--- config.mk ---
export PLATFORM = sky130hd
export DESIGN_NAME = rotator_arbiter
export DESIGN_NICKNAME = d
export VERILOG_FILES = /design/src/rtl/rotator_pkg.sv /design/src/rtl/rotator.sv /design/src/rtl/rr_arbiter.sv /design/src/rtl/rotator_arbiter.sv
export SDC_FILE = /design/constraint.sdc
export NUM_CORES = 1
export LEC_CHECK = 0
export BUFFER_PORTS_ARGS = -buffer_cell sky130_fd_sc_hd__buf_4
export CORE_UTILIZATION = 40
export CTS_BUF_LIST = sky130_fd_sc_hd__clkbuf_2
export DETAILED_ROUTE_END_ITERATION = 8
export PLACE_DENSITY_LB_ADDON = 0.25
export SYNTH_ARGS = -nofsm -noshare
export SYNTH_HDL_FRONTEND = slang
export SYNTH_HIERARCHICAL = 1
export SYNTH_SLANG_ARGS = --single-unit
--- constraint.sdc ---
create_clock -name clk -period 4.2 [get_ports clk]
set_input_delay 0.63 -clock clk [delete_from_list [all_inputs] [get_ports clk]]
set_output_delay 0.63 -clock clk [all_outputs]
set_load 0.01 [all_outputs]
--- src/rtl/rotator_pkg.sv ---
// rotator_pkg -- shared definitions for the rotator arbiter slice.
//   DIR_LEFT / DIR_RIGHT : encoding of the per-request rotate direction bit
//   arb_state_t          : response-slot state (IDLE = empty, RESP = result held)
//   STATS_W              : width of the optional completed-operation counter
package rotator_pkg;

  localparam logic DIR_LEFT  = 1'b0;
  localparam logic DIR_RIGHT = 1'b1;

  typedef enum logic {
    IDLE = 1'b0,
    RESP = 1'b1
  } arb_state_t;

  localparam int STATS_W = 16;

endpackage

--- src/rtl/rotator.sv ---
// rotator -- combinational circular rotate of one WIDTH-bit word.
// Ports:
//   data_i   [WIDTH-1:0] operand
//   amount_i [AMT_W-1:0] rotate distance (0 leaves the word unchanged)
//   dir_i                DIR_LEFT or DIR_RIGHT
//   result_o [WIDTH-1:0] rotated word
module rotator
  import rotator_pkg::*;
#(
  parameter  int WIDTH = 32,
  localparam int AMT_W = $clog2(WIDTH)
) (
  input  logic [WIDTH-1:0] data_i,
  input  logic [AMT_W-1:0] amount_i,
  input  logic             dir_i,
  output logic [WIDTH-1:0] result_o
);

  // Shifting a doubled copy of the word turns a plain shift into a rotate:
  // bits pushed out of one half re-enter from the other, so nothing is lost.
  logic [2*WIDTH-1:0] dbl;
  logic [2*WIDTH-1:0] shl;
  logic [2*WIDTH-1:0] shr;

  assign dbl = {data_i, data_i};
  assign shl = dbl << amount_i;
  assign shr = dbl >> amount_i;

  assign result_o = (dir_i == DIR_RIGHT) ? shr[WIDTH-1:0] : shl[2*WIDTH-1:WIDTH];

endmodule

--- src/rtl/rr_arbiter.sv ---
// rr_arbiter -- combinational round-robin grant selection.
// Ports:
//   req_i       [NUM_REQ-1:0] request vector
//   ptr_i       [ID_W-1:0]    highest-priority index (held by the parent)
//   en_i                      grants allowed this cycle
//   gnt_o       [NUM_REQ-1:0] one-hot grant (all zero when disabled or idle)
//   gnt_idx_o   [ID_W-1:0]    encoded index of the winner
//   gnt_valid_o               a grant is issued
module rr_arbiter #(
  parameter  int NUM_REQ = 4,
  localparam int ID_W    = $clog2(NUM_REQ)
) (
  input  logic [NUM_REQ-1:0] req_i,
  input  logic [ID_W-1:0]    ptr_i,
  input  logic               en_i,
  output logic [NUM_REQ-1:0] gnt_o,
  output logic [ID_W-1:0]    gnt_idx_o,
  output logic               gnt_valid_o
);

  logic [2*NUM_REQ-1:0] req_dbl;
  logic [NUM_REQ-1:0]   req_rot;
  logic                 found;
  logic [ID_W-1:0]      offset;
  logic [ID_W:0]        idx_sum;

  // Rotate the request vector so the pointer position sits at bit 0; the
  // lowest set bit of req_rot is then the first requester at or above ptr_i.
  assign req_dbl = {req_i, req_i} >> ptr_i;
  assign req_rot = req_dbl[NUM_REQ-1:0];

  always_comb begin
    found  = 1'b0;
    offset = '0;
    for (int k = 0; k < NUM_REQ; k++) begin
      if (!found && req_rot[k]) begin
        found  = 1'b1;
        offset = ID_W'(k);
      end
    end
  end

  // Map the offset back to an absolute index, wrapping at NUM_REQ.
  always_comb begin
    idx_sum = {1'b0, ptr_i} + {1'b0, offset};
    if (idx_sum >= (ID_W + 1)'(NUM_REQ)) begin
      idx_sum = idx_sum - (ID_W + 1)'(NUM_REQ);
    end
  end

  assign gnt_idx_o   = idx_sum[ID_W-1:0];
  assign gnt_valid_o = en_i && found;

  for (genvar gi = 0; gi < NUM_REQ; gi++) begin : g_gnt
    assign gnt_o[gi] = gnt_valid_o && (gnt_idx_o == ID_W'(gi));
  end

endmodule

--- src/rtl/rotator_arbiter.sv ---
// rotator_arbiter -- shares one rotator among NUM_REQ valid/ready requesters
// with round-robin arbitration and a single registered, ID-tagged response.
// Ports:
//   clk, rst                  clock; asynchronous active-high reset
//   req_valid/req_ready       per-requester handshake (req_ready one-hot or zero)
//   req_data/req_amount/
//   req_dir                   packed per-requester operands, slot i at [i*W +: W]
//   resp_valid/resp_ready     response handshake
//   resp_data, resp_id        rotated result and index of its requester
// Build option ROTATOR_ARB_STATS_EN adds op_count (saturating count of
// response handshakes) and stats_clr (synchronous clear of that count).
module rotator_arbiter
  import rotator_pkg::*;
#(
  parameter  int WIDTH   = 32,
  parameter  int NUM_REQ = 4,
  localparam int AMT_W   = $clog2(WIDTH),
  localparam int ID_W    = $clog2(NUM_REQ)
) (
  input  logic                     clk,
  input  logic                     rst,
  input  logic [NUM_REQ-1:0]       req_valid,
  output logic [NUM_REQ-1:0]       req_ready,
  input  logic [NUM_REQ*WIDTH-1:0] req_data,
  input  logic [NUM_REQ*AMT_W-1:0] req_amount,
  input  logic [NUM_REQ-1:0]       req_dir,
  output logic                     resp_valid,
  input  logic                     resp_ready,
  output logic [WIDTH-1:0]         resp_data,
  output logic [ID_W-1:0]          resp_id
`ifdef ROTATOR_ARB_STATS_EN
  ,
  output logic [STATS_W-1:0]       op_count,
  input  logic                     stats_clr
`endif
);

  arb_state_t       state_q;
  logic [ID_W-1:0]  ptr_q;
  logic [ID_W-1:0]  ptr_d;
  logic             resp_valid_q;
  logic [WIDTH-1:0] resp_data_q;
  logic [ID_W-1:0]  resp_id_q;

  logic             slot_free;
  logic             arb_en;
  logic [NUM_REQ-1:0] gnt;
  logic [ID_W-1:0]  gnt_idx;
  logic             accept;

  logic [WIDTH-1:0] data_arr [NUM_REQ];
  logic [AMT_W-1:0] amt_arr  [NUM_REQ];
  logic [WIDTH-1:0] rot_result;

  for (genvar gi = 0; gi < NUM_REQ; gi++) begin : g_unpack
    assign data_arr[gi] = req_data[gi*WIDTH +: WIDTH];
    assign amt_arr[gi]  = req_amount[gi*AMT_W +: AMT_W];
  end

  // The slot is free when empty or when the held result leaves this cycle,
  // which lets a new result replace it back-to-back.
  assign slot_free = (state_q == IDLE) || (resp_valid_q && resp_ready);
  assign arb_en    = slot_free && !rst;

  rr_arbiter #(
    .NUM_REQ (NUM_REQ)
  ) u_rr_arbiter (
    .req_i       (req_valid),
    .ptr_i       (ptr_q),
    .en_i        (arb_en),
    .gnt_o       (gnt),
    .gnt_idx_o   (gnt_idx),
    .gnt_valid_o (accept)
  );

  assign req_ready = gnt;

  rotator #(
    .WIDTH (WIDTH)
  ) u_rotator (
    .data_i   (data_arr[gnt_idx]),
    .amount_i (amt_arr[gnt_idx]),
    .dir_i    (req_dir[gnt_idx]),
    .result_o (rot_result)
  );

  assign ptr_d = (gnt_idx == ID_W'(NUM_REQ - 1)) ? '0 : gnt_idx + 1'b1;

  always_ff @(posedge clk or posedge rst) begin
    if (rst) begin
      state_q      <= IDLE;
      ptr_q        <= '0;
      resp_valid_q <= 1'b0;
      resp_data_q  <= '0;
      resp_id_q    <= '0;
    end else begin
      if (accept) begin
        ptr_q <= ptr_d;
      end
      case (state_q)
        IDLE: begin
          if (accept) begin
            state_q      <= RESP;
            resp_valid_q <= 1'b1;
            resp_data_q  <= rot_result;
            resp_id_q    <= gnt_idx;
          end
        end
        RESP: begin
          // Without resp_ready nothing changes: accept is forced low.
          if (resp_ready) begin
            if (accept) begin
              resp_data_q <= rot_result;
              resp_id_q   <= gnt_idx;
            end else begin
              state_q      <= IDLE;
              resp_valid_q <= 1'b0;
            end
          end
        end
        default: begin
          state_q      <= IDLE;
          resp_valid_q <= 1'b0;
        end
      endcase
    end
  end

  assign resp_valid = resp_valid_q;
  assign resp_data  = resp_data_q;
  assign resp_id    = resp_id_q;

`ifdef ROTATOR_ARB_STATS_EN
  logic [STATS_W-1:0] op_count_q;

  // Clear wins over a simultaneous handshake; the count sticks at all-ones.
  always_ff @(posedge clk or posedge rst) begin
    if (rst) begin
      op_count_q <= '0;
    end else if (stats_clr) begin
      op_count_q <= '0;
    end else if (resp_valid_q && resp_ready && (op_count_q != {STATS_W{1'b1}})) begin
      op_count_q <= op_count_q + 1'b1;
    end
  end

  assign op_count = op_count_q;
`endif

endmodule

## After elaboration in Yosys (flattened, before gate mapping)

Cells that the tools add are included.

- Logic and storage cells: 70
- Bits of input ports: 159
- Output and inout bits: 39
- Register bits: 38

- Magnitude comparators: 3
- Equal/unequal tests: 6
- Reductions and logical operators: 17
- Shift-type cells: 3
- Bitwise gates (word level): 2
- Add/subtract/negate cells: 3
- Muxes and demuxes: 31

Operators with widths:

| cell | count |
|---|---|
| two-way mux 32 bit | 5 |
| binary-select mux 32 bit (select 2 bit) | 1 |
| one-hot mux 32 bit (2 select lines) | 1 |
| << shifter 64 x 5 -> 64 bit | 1 |
| right shift 64 x 5 -> 32 bit | 1 |
| two-way mux 2 bit | 6 |
| two-way mux 1 bit | 11 |
| binary-select mux 5 bit (select 2 bit) | 1 |
| logical AND 1 bit | 10 |
| two-way mux 5 bit | 2 |
| right shift 8 x 2 -> 4 bit | 1 |
| >= comparator 3 bit (second input constant) | 2 |
| equality test 2 bit (second input constant) | 2 |
| logical NOT 1 bit | 4 |
| inequality test 2 bit (second input constant) | 2 |
| one-hot mux 1 bit (2 select lines) | 2 |
| one-hot mux 2 bit (2 select lines) | 1 |
| adder 2 x 2 -> 3 bit | 1 |
| < comparator 2 x 3 -> 1 bit (second input constant) | 1 |
| inverter 2 -> 3 bit | 1 |
| AND reduction 3 bit | 1 |
| adder 2 x 1 -> 2 bit (second input constant) | 1 |
| binary-select mux 1 bit (select 2 bit) | 1 |
| equality test 2 x 1 -> 1 bit (second input constant) | 1 |
| other kinds (5) | 5 |

## Depth between registers and ports, before layout

Gate-level depths: netlist of the first run.

- Word-level depth: 23
- Depth in mapped cells: 20
- Depth with buffers taken out: 14

## Cells and area by module

Netlist of the first run, hierarchy kept.

Modules (own cells, without submodules):

| module | times used | area an instance (µm²) | sequential area each (µm²) | cells each |
|---|---|---|---|---|
| rotator | 1 | 3629.7 | 0.0 | 449 |
| rotator_arbiter | 1 | 2442.3 | 950.9 | 136 |
| rr_arbiter | 1 | 281.5 | 0.0 | 39 |

## Worst setup path before layout of the first run

OpenSTA, ideal clock, no wires.

- Path kind: input-to-reg
- From: input port req_valid[2]
- To: register resp_data_q[18], in the netlist resp_data[18]
- Arrival: 4.234 ns
- Setup time: 0.125 ns
- Setup slack: -0.159 ns
- Stages: 18
- Data required time: 4.075 ns
- Path buffers: 5
- Cells stage by stage: buf_2 > o21a_1 > a21oi_1 > o211ai_1 > ha_1 > xnor2_1 > xnor2_1 > buf_2 > mux4_2 > buf_6 > buf_4 > buf_4 > mux4_2 > or2_1 > nand3b_1 > o41ai_1 > mux4_2 > mux2_2

- Longest elaborated chain between the ends: 23
- Elaborated cells between the ends (all ways): 34
- Classes of those cells: 2 x add/sub; 1 x order compare; 3 x shift; 20 x mux; 1 x bitwise; 7 x reduce/logical

Ends and longest elaborated chain:

| item | line | text |
|---|---|---|
| from (decl) | rotator_arbiter.sv:22 | `input logic [NUM_REQ-1:0] req_valid,` |
| right shift 8 x 2 -> 4 bit (*) | rr_arbiter.sv:29 | `assign req_dbl = {req_i, req_i} >> ptr_i;` |
| two-way mux 1 bit | rr_arbiter.sv:36 | `if (!found && req_rot[k]) begin` |
| logical NOT 1 bit | rr_arbiter.sv:36 |  |
| logical AND 1 bit | rr_arbiter.sv:36 |  |
| two-way mux 1 bit | rr_arbiter.sv:36 |  |
| logical NOT 1 bit | rr_arbiter.sv:36 |  |
| logical AND 1 bit | rr_arbiter.sv:36 |  |
| two-way mux 1 bit | rr_arbiter.sv:36 |  |
| [6 not listed] | n/a |  |
| net gnt_idx[1] | rotator_arbiter.sv:48 | `logic [ID_W-1:0] gnt_idx;` |
| [1 not listed] | n/a |  |
| binary-select mux 32 bit (select 2 bit) / binary-select mux 5 bit (select 2 bit) (equally long branches) | rotator_arbiter.sv:81, rotator_arbiter.sv:82 |  |
| two-way mux 32 bit (implied by the code) / two-way mux 5 bit (equally long branches) (2 in a row) | rotator_arbiter.sv:81, rotator_arbiter.sv:82 |  |
| << shifter 64 x 5 -> 64 bit / right shift 64 x 5 -> 32 bit (equally long branches) | rotator.sv:26, rotator.sv:27 |  |
| two-way mux 32 bit (*) | rotator.sv:29 | `assign result_o = (dir_i == DIR_RIGHT) ? shr[WIDTH-1:0] : shl[2*WIDTH-1:WIDTH];` |
| net rot_result[18] | rotator_arbiter.sv:53 | `logic [WIDTH-1:0] rot_result;` |
| two-way mux 32 bit (*) | rotator_arbiter.sv:102, rotator_arbiter.sv:112 |  |
| two-way mux 32 bit | rotator_arbiter.sv:111 | `if (resp_ready) begin` |
| one-hot mux 32 bit (2 select lines) (*) | rotator_arbiter.sv:100 | `case (state_q)` |
| to (signal assigned) | rotator_arbiter.sv:105 | `resp_data_q <= rot_result;` |
| to (signal assigned) | rotator_arbiter.sv:113 | `resp_data_q <= rot_result;` |
| to (decl) | rotator_arbiter.sv:42 | `logic [WIDTH-1:0] resp_data_q;` |

The timed path passes the listed nets; every way through them passes the cells marked *. The select of a mux whose other input is x is not followed.
A chain may end at the register's enable or synchronous reset.

## Worst setup path after layout of the first run

- From: register ptr_q[0]
- To: register resp_data_q[6], in the netlist resp_data[6]

- Longest elaborated chain between the ends: 23
- Elaborated cells between the ends (all ways): 34
- Classes of those cells: 2 x add/sub; 1 x order compare; 3 x shift; 20 x mux; 1 x bitwise; 7 x reduce/logical

Ends and longest elaborated chain:

| item | line | text |
|---|---|---|
| from (decl) | rotator_arbiter.sv:39 | `logic [ID_W-1:0] ptr_q;` |
| from (signal assigned) | rotator_arbiter.sv:98 | `ptr_q <= ptr_d;` |
| right shift 8 x 2 -> 4 bit | rr_arbiter.sv:29 |  |
| two-way mux 1 bit | rr_arbiter.sv:36 |  |
| logical NOT 1 bit | rr_arbiter.sv:36 |  |
| logical AND 1 bit | rr_arbiter.sv:36 |  |
| two-way mux 1 bit | rr_arbiter.sv:36 |  |
| logical NOT 1 bit | rr_arbiter.sv:36 |  |
| logical AND 1 bit | rr_arbiter.sv:36 |  |
| two-way mux 1 bit | rr_arbiter.sv:36 |  |
| [6 not listed] | n/a |  |
| net gnt_idx[1] | rotator_arbiter.sv:48 |  |
| [1 not listed] | n/a |  |
| binary-select mux 32 bit (select 2 bit) / binary-select mux 5 bit (select 2 bit) (equally long branches) | rotator_arbiter.sv:81, rotator_arbiter.sv:82 |  |
| two-way mux 32 bit (implied by the code) / two-way mux 5 bit (equally long branches) (2 in a row) | rotator_arbiter.sv:81, rotator_arbiter.sv:82 |  |
| << shifter 64 x 5 -> 64 bit / right shift 64 x 5 -> 32 bit (equally long branches) | rotator.sv:26, rotator.sv:27 |  |
| two-way mux 32 bit (*) | rotator.sv:29 |  |
| net rot_result[6] | rotator_arbiter.sv:53 |  |
| two-way mux 32 bit (*) | rotator_arbiter.sv:102, rotator_arbiter.sv:112 |  |
| two-way mux 32 bit | rotator_arbiter.sv:111 |  |
| one-hot mux 32 bit (2 select lines) (*) | rotator_arbiter.sv:100 |  |

Marked as above.

==> impl_metrics.toml, run 1 <==
[status]
outcome = "complete, no violations"

[drt]
postRouteWirelength_um = 29800
via_per_inst = 6.32
highest_layer = "met4"
m1WireLength_um = 11500
drtIter0Drc = 738
firstDrtPassIters = 5
wl_met2_um = 14900
wire_per_inst_um = 24.7
wl_met3_um = 2290
vias = 7619
final_antenna_net_count = 0
drc = 0

[timing]
rsz0062_at_grt = "yes"
hold_viol_final = 0
finalMaxSlewViolations = 0
setup_viol = 0
tightest_slew_ns = 0.634
period_needed_ns = 4.20
fin_skew_ns = 0.0266
period_share_pct = 99.9
setup_ws_ns = 0.00334
fmax_mhz = 238
fin_tns_setup_ns = 0
slew_headroom_pct = 57.6

[flow_run]
cap_violations = 0

[setup_path]
worstPathRequired_ns = 4.54
critPathCaptureType = "register"
crit_path_max_fanout = 10
cp_slowest_cell = "mux4_2"
cpMostUsedCell = "mux4_2"
crit_type = "reg -> reg"
cpLargestDelayFamily = "multiplexers"
startpoint_type = "register"
crit_arrival_ns = 4.53
crit_chain = "buf_6 > a31oi_2 > o211ai_1 > ha_2 > xnor2_4 > xnor2_4 > buf_12 > clkbuf_16 > mux4_2 > buf_4 > mux4_2 > mux4_2 > o22ai_2 > nor3_1 > mux2_2"
max_stage_delay_ns = 0.55
crit_buf_inv = 4

[clock_network]
postCtsHoldBufs = 0
clk_pin_slew_ns = 0.26
cts_made_buffers = 5
cts_tree = "built"
clockBufferDepth = 2
insertion_delay_ns = 0.43
htreeDepth = 2
cts-root-buf = "clkbuf_2"
clock-sinks = 38

[layout]
regArea_um2 = 952
drive_above_1_share_pct = 67.1
layout_commonest_cell = "buf_4"
fill_cells = 1247
multi_input_area_um2 = 5400
area_growth_pct = 60.6
final_cell_mix = "buf_4, nor3_1, mux4_2, mux2_2, dfrtp_1"
nNetsFinal = 1153

[floorplan]
ios = 198
dieArea_um2 = 16400
core_um2 = 15400
fp.dieH_um = 128
rows = 45
initial_core_util_pct = 41.3
fp.dieW_um = 128

[yosys]
ys_warn_count = 6
syn_nets = 785
synth-edff-count = 0
ys_types = 57
synth_seq_cells = 38
synth_flop_cell = "dfrtp_1"
synthArstFlopShare_pct = 100
syn_inst = 624
syn_area_per_cell_um2 = 10.2
syn_area_um2 = 6350
synth_seq_area_share_pct = 15.0

[placed_design]
dp_hpwl_um = 23500
pre_cts_slack_ns = -0.333
gp_congestion = 1.04
portBuffers = 197

[grt]
antenna_found_initial = 0
grt_use_total_pct = 35.0
gr-total-overflow = 0
grt_max_degree = 52
grt_pass1_wl_um = 43300
grt_pass1_vias = 7496

[worst_hold_path]
hold_path.class = "in -> async"
## Yosys cell counts (3+ instances only)
master,n,area share [%]
o31ai_1,9,1.1
nor4b_1,4,0.55
mux4_2,86,30
o41ai_1,8,1.1
o21ai_0,4,0.32
o32ai_1,4,0.55
or4_1,8,0.95
nor2_2,5,0.49
mux2_2,49,8.7
clkbuf_1,22,1.3
nor4_1,47,4.6
a211oi_1,4,0.47
mux2_4,4,0.95
buf_12,6,1.9
buf_2,11,0.87
mux2i_1,23,3.6
inv_1,4,0.24
or3_1,6,0.59
dfrtp_1,38,15
mux2_1,6,1.1
buf_4,9,1.1
nand2_1,13,0.77
buf_6,10,1.8
o22ai_1,23,2.3
a21oi_1,3,0.24
nor2_1,57,3.4
nor3_1,109,8.6
nor2b_1,6,0.59
nand2b_1,6,0.59
## cell type report
| type | count | area share (%) |
|---|---|---|
| Multi-Input combinational cell | 518 | 52.9 |
| Timing Repair Buffer | 423 | 34.5 |
| Sequential cell | 38 | 9.33 |
| Tap cell | 211 | 2.59 |
| Clock buffer | 5 | 0.245 |
| Inverter | 6 | 0.221 |
| Clock inverter | 3 | 0.159 |
| Antenna cell | 1 | 0.0245 |
## repair_timing
action / 4_1_cts / 5_1_grt
setup endpoints to repair: 5 / 31
gates cloned: 0 / 9
resized for setup: 6 / 109
pin swaps: 0 / 13
buffers inserted: 0 / 16
## per-stage QoR
step | instance area [um2] | hold WS [ns] | utilization (%) | instances
6_report | 10200 | 0.273 | 66.4 | 1205
5_1_grt | 10200 | 0.302 | 66.4 | 1204
4_1_cts | 9400 | 0.291 | 61.2 | 1179
3_5_place_dp | 9350 | 0.496 | 60.8 | 1171
3_3_place_gp | 9350 | 0.491 | 60.8 | 1171
2_1_floorplan | 6420 | 0.479 | - | 624
## state kept, by name, summed over array words and instances, names as in the netlist
register and cells:
ptr_q 2, resp_data 32, resp_id 2, resp_valid 1
state_q 1
## path summary, 6_finish.rpt
check | slack, ns | startpoint | endpoint | cells after the start
worst max-delay path | 0.003 | ptr_q[0] | resp_data[6] | 15
worst min-delay path | 0.27 | rst | resp_data[9] | 3
worst max register to register | 0.003 | ptr_q[0] | resp_data[6] | 15
worst min register to register | 0.54 | resp_data[8] | resp_data[8] | 1
max in group asynchronous | 3.54 | rst | resp_data[23] | 3
min in group clk | 0.35 | resp_ready | resp_valid | 2
## cell families (layout without fill, tap and decap cells)
| family | count (synthesis) | count (layout) | share of synthesized area, % |
|---|---|---|---|
| AND/OR/NAND/NOR | 274 | 275 | 22.7 |
| other | 0 | 1 | 0 |
| XOR/XNOR | 3 | 3 | 0.414 |
| flip-flops | 38 | 38 | 15.0 |
| buffers and inverters | 69 | 437 | 7.92 |
| adder cells (fa/ha/maj) | 2 | 2 | 0.394 |
| AO/OA/AOI/OAI | 68 | 68 | 8.01 |
| multiplexers | 170 | 170 | 45.6 |
## routing by layer
layer / GRT usage (%) / up-vias
met5: 0 / -
met4: 11.1 / 0
met3: 4.38 / 74
met2: 62.0 / 511
met1: 44.4 / 3730
li1: - / 3304
## worst min-delay path: cells and delay by family
family	cells	cell delay, ns
buf+inv	3	0.57
Power of run 1 is left out: the tool's default activity adds up to more than one toggle a clock period on the data nets, which glitch-free logic cannot reach.
==> run 2, diff against run 1 <==
- GPL_TIMING_DRIVEN: default -> 1
- SETUP_SLACK_MARGIN: default -> 0.1
==> impl_metrics.toml, run 2 (synthesis results as in run 1) <==
[status]
outcome = "complete, no violations"

[clock_network]
cts_tree = "built"
cts-root-buf = "clkbuf_2"
postCtsHoldBufs = 0
htreeDepth = 2
cts_made_buffers = 5
insertion_delay_ns = 0.47
clockBufferDepth = 2
clk_pin_slew_ns = 0.28
clock-sinks = 38

[setup_path]
crit_path_max_fanout = 8
worstPathRequired_ns = 4.59
startpoint_type = "register"
crit_arrival_ns = 4.56
crit_type = "reg -> reg"
critPathCaptureType = "register"

[drt]
wire_per_inst_um = 25.1
final_antenna_net_count = 0
drtIter0Drc = 973
drc = 0
vias = 7798
firstDrtPassIters = 5
postRouteWirelength_um = 30400
via_per_inst = 6.42

[placed_design]
gp_congestion = 1.06
dp_hpwl_um = 23600
placed_area_um2 = 9380
portBuffers = 197
dp.cells = 1173

[floorplan]
ios = 198
dieArea_um2 = 16400
rows = 45
fp.dieW_um = 128
core_um2 = 15400
initial_core_util_pct = 41.3
fp.dieH_um = 128

[layout]
nNetsFinal = 1162
drive_above_1_share_pct = 71.2
largest_reg_flops = 32
area_growth_pct = 68.6
stdcell_count = 1214
final_cell_mix = "buf_4, nor3_1, mux4_2, mux2_2, dfrtp_1"
final_area_um2 = 10700
layout_commonest_cell = "buf_4"

[timing]
period_needed_ns = 4.16
hold_viol_final = 0
slew_headroom_pct = 53.7
rsz0062_at_grt = "yes"
fin_skew_ns = 0.0301
period_share_pct = 99.1
finalMaxSlewViolations = 0
fmax_mhz = 240
setup_viol = 0
tightest_slew_ns = 0.695

[worst_hold_path]
hold_path.class = "in -> async"

[grt]
antenna_found_initial = 0
grt_max_degree = 68
grt_pass1_wl_um = 44900
grt_use_total_pct = 36.6
grt_pass1_vias = 7616
gr-total-overflow = 0

[flow_run]
cap_violations = 0
==> run 2: final timing paths <==
path	from	end	slack (ns)	depth (start not counted)
max	ptr_q[0]	resp_data[24]	0.04	17
min	rst	resp_data[25]	0.23	3
max reg2reg	ptr_q[0]	resp_data[24]	0.04	17
min reg2reg	resp_data[5]	resp_data[5]	0.54	1
max in group asynchronous	rst	resp_data[5]	3.56	3
min in group clk	resp_ready	resp_valid	0.32	2
==> run 2: area by class of cell <==
cell class / instances / area, um2
fill: 1171 / 4660
clock inverter: 3 / 68.8
tap: 211 / 264
inverter: 6 / 27.5
antenna: 1 / 2.50
timing repair buffer: 432 / 3580
multi-input combinational: 518 / 5790
sequential: 38 / 952
clock buffer: 5 / 25.0
==> run 2: metal layers <==
layer / track usage (%) / routed length (um) / vias to the layer above
li1: - / - / 3332
met1: 45.8 / 11500 / 3792
met2: 62.1 / 14500 / 548
met3: 6.93 / 2750 / 126
met4: 14.4 / 1670 / 0
met5: 0 / 0 / -
==> run 2: worst max-delay path, stage by stage (launching register included) <==
cell	delay, ns
dfrtp_2	0.54
buf_6	0.15
a211o_1	0.28
o22a_1	0.20
o22ai_4	0.27
xnor2_4	0.18
buf_8	0.18
clkbuf_16	0.15
mux4_2	0.39
buf_4	0.18
buf_4	0.12
mux2_4	0.28
o22ai_1	0.21
buf_4	0.20
nor3_1	0.07
nor3_1	0.28
nor4_2	0.13
mux2_2	0.27
==> run 2: per-stage QoR <==
step	worst slack (ns)	utilization (%)	setup TNS, ns	hold WS (ns)
3_3_place_gp	-0.271	61.0	-5.37	0.491
4_1_cts	0.0145	63.7	0	0.235
5_1_grt	-0.0961	69.7	-1.22	0.244
2_1_floorplan	-0.0195	-	-0.0223	0.479
6_report	0.0375	69.7	0	0.231
3_5_place_dp	-0.330	61.0	-7.19	0.495
==> run 2: timing repair <==
| action | 4_1_cts | 5_1_grt |
|---|---|---|
| resized for setup | 38 | 149 |
| pin swaps | 5 | 34 |
| cloned | 2 | 4 |
| setup buffers | 14 | 12 |
| endpoints found under the setup margin | 30 | 32 |
Power of run 2 is left out for the same reason.
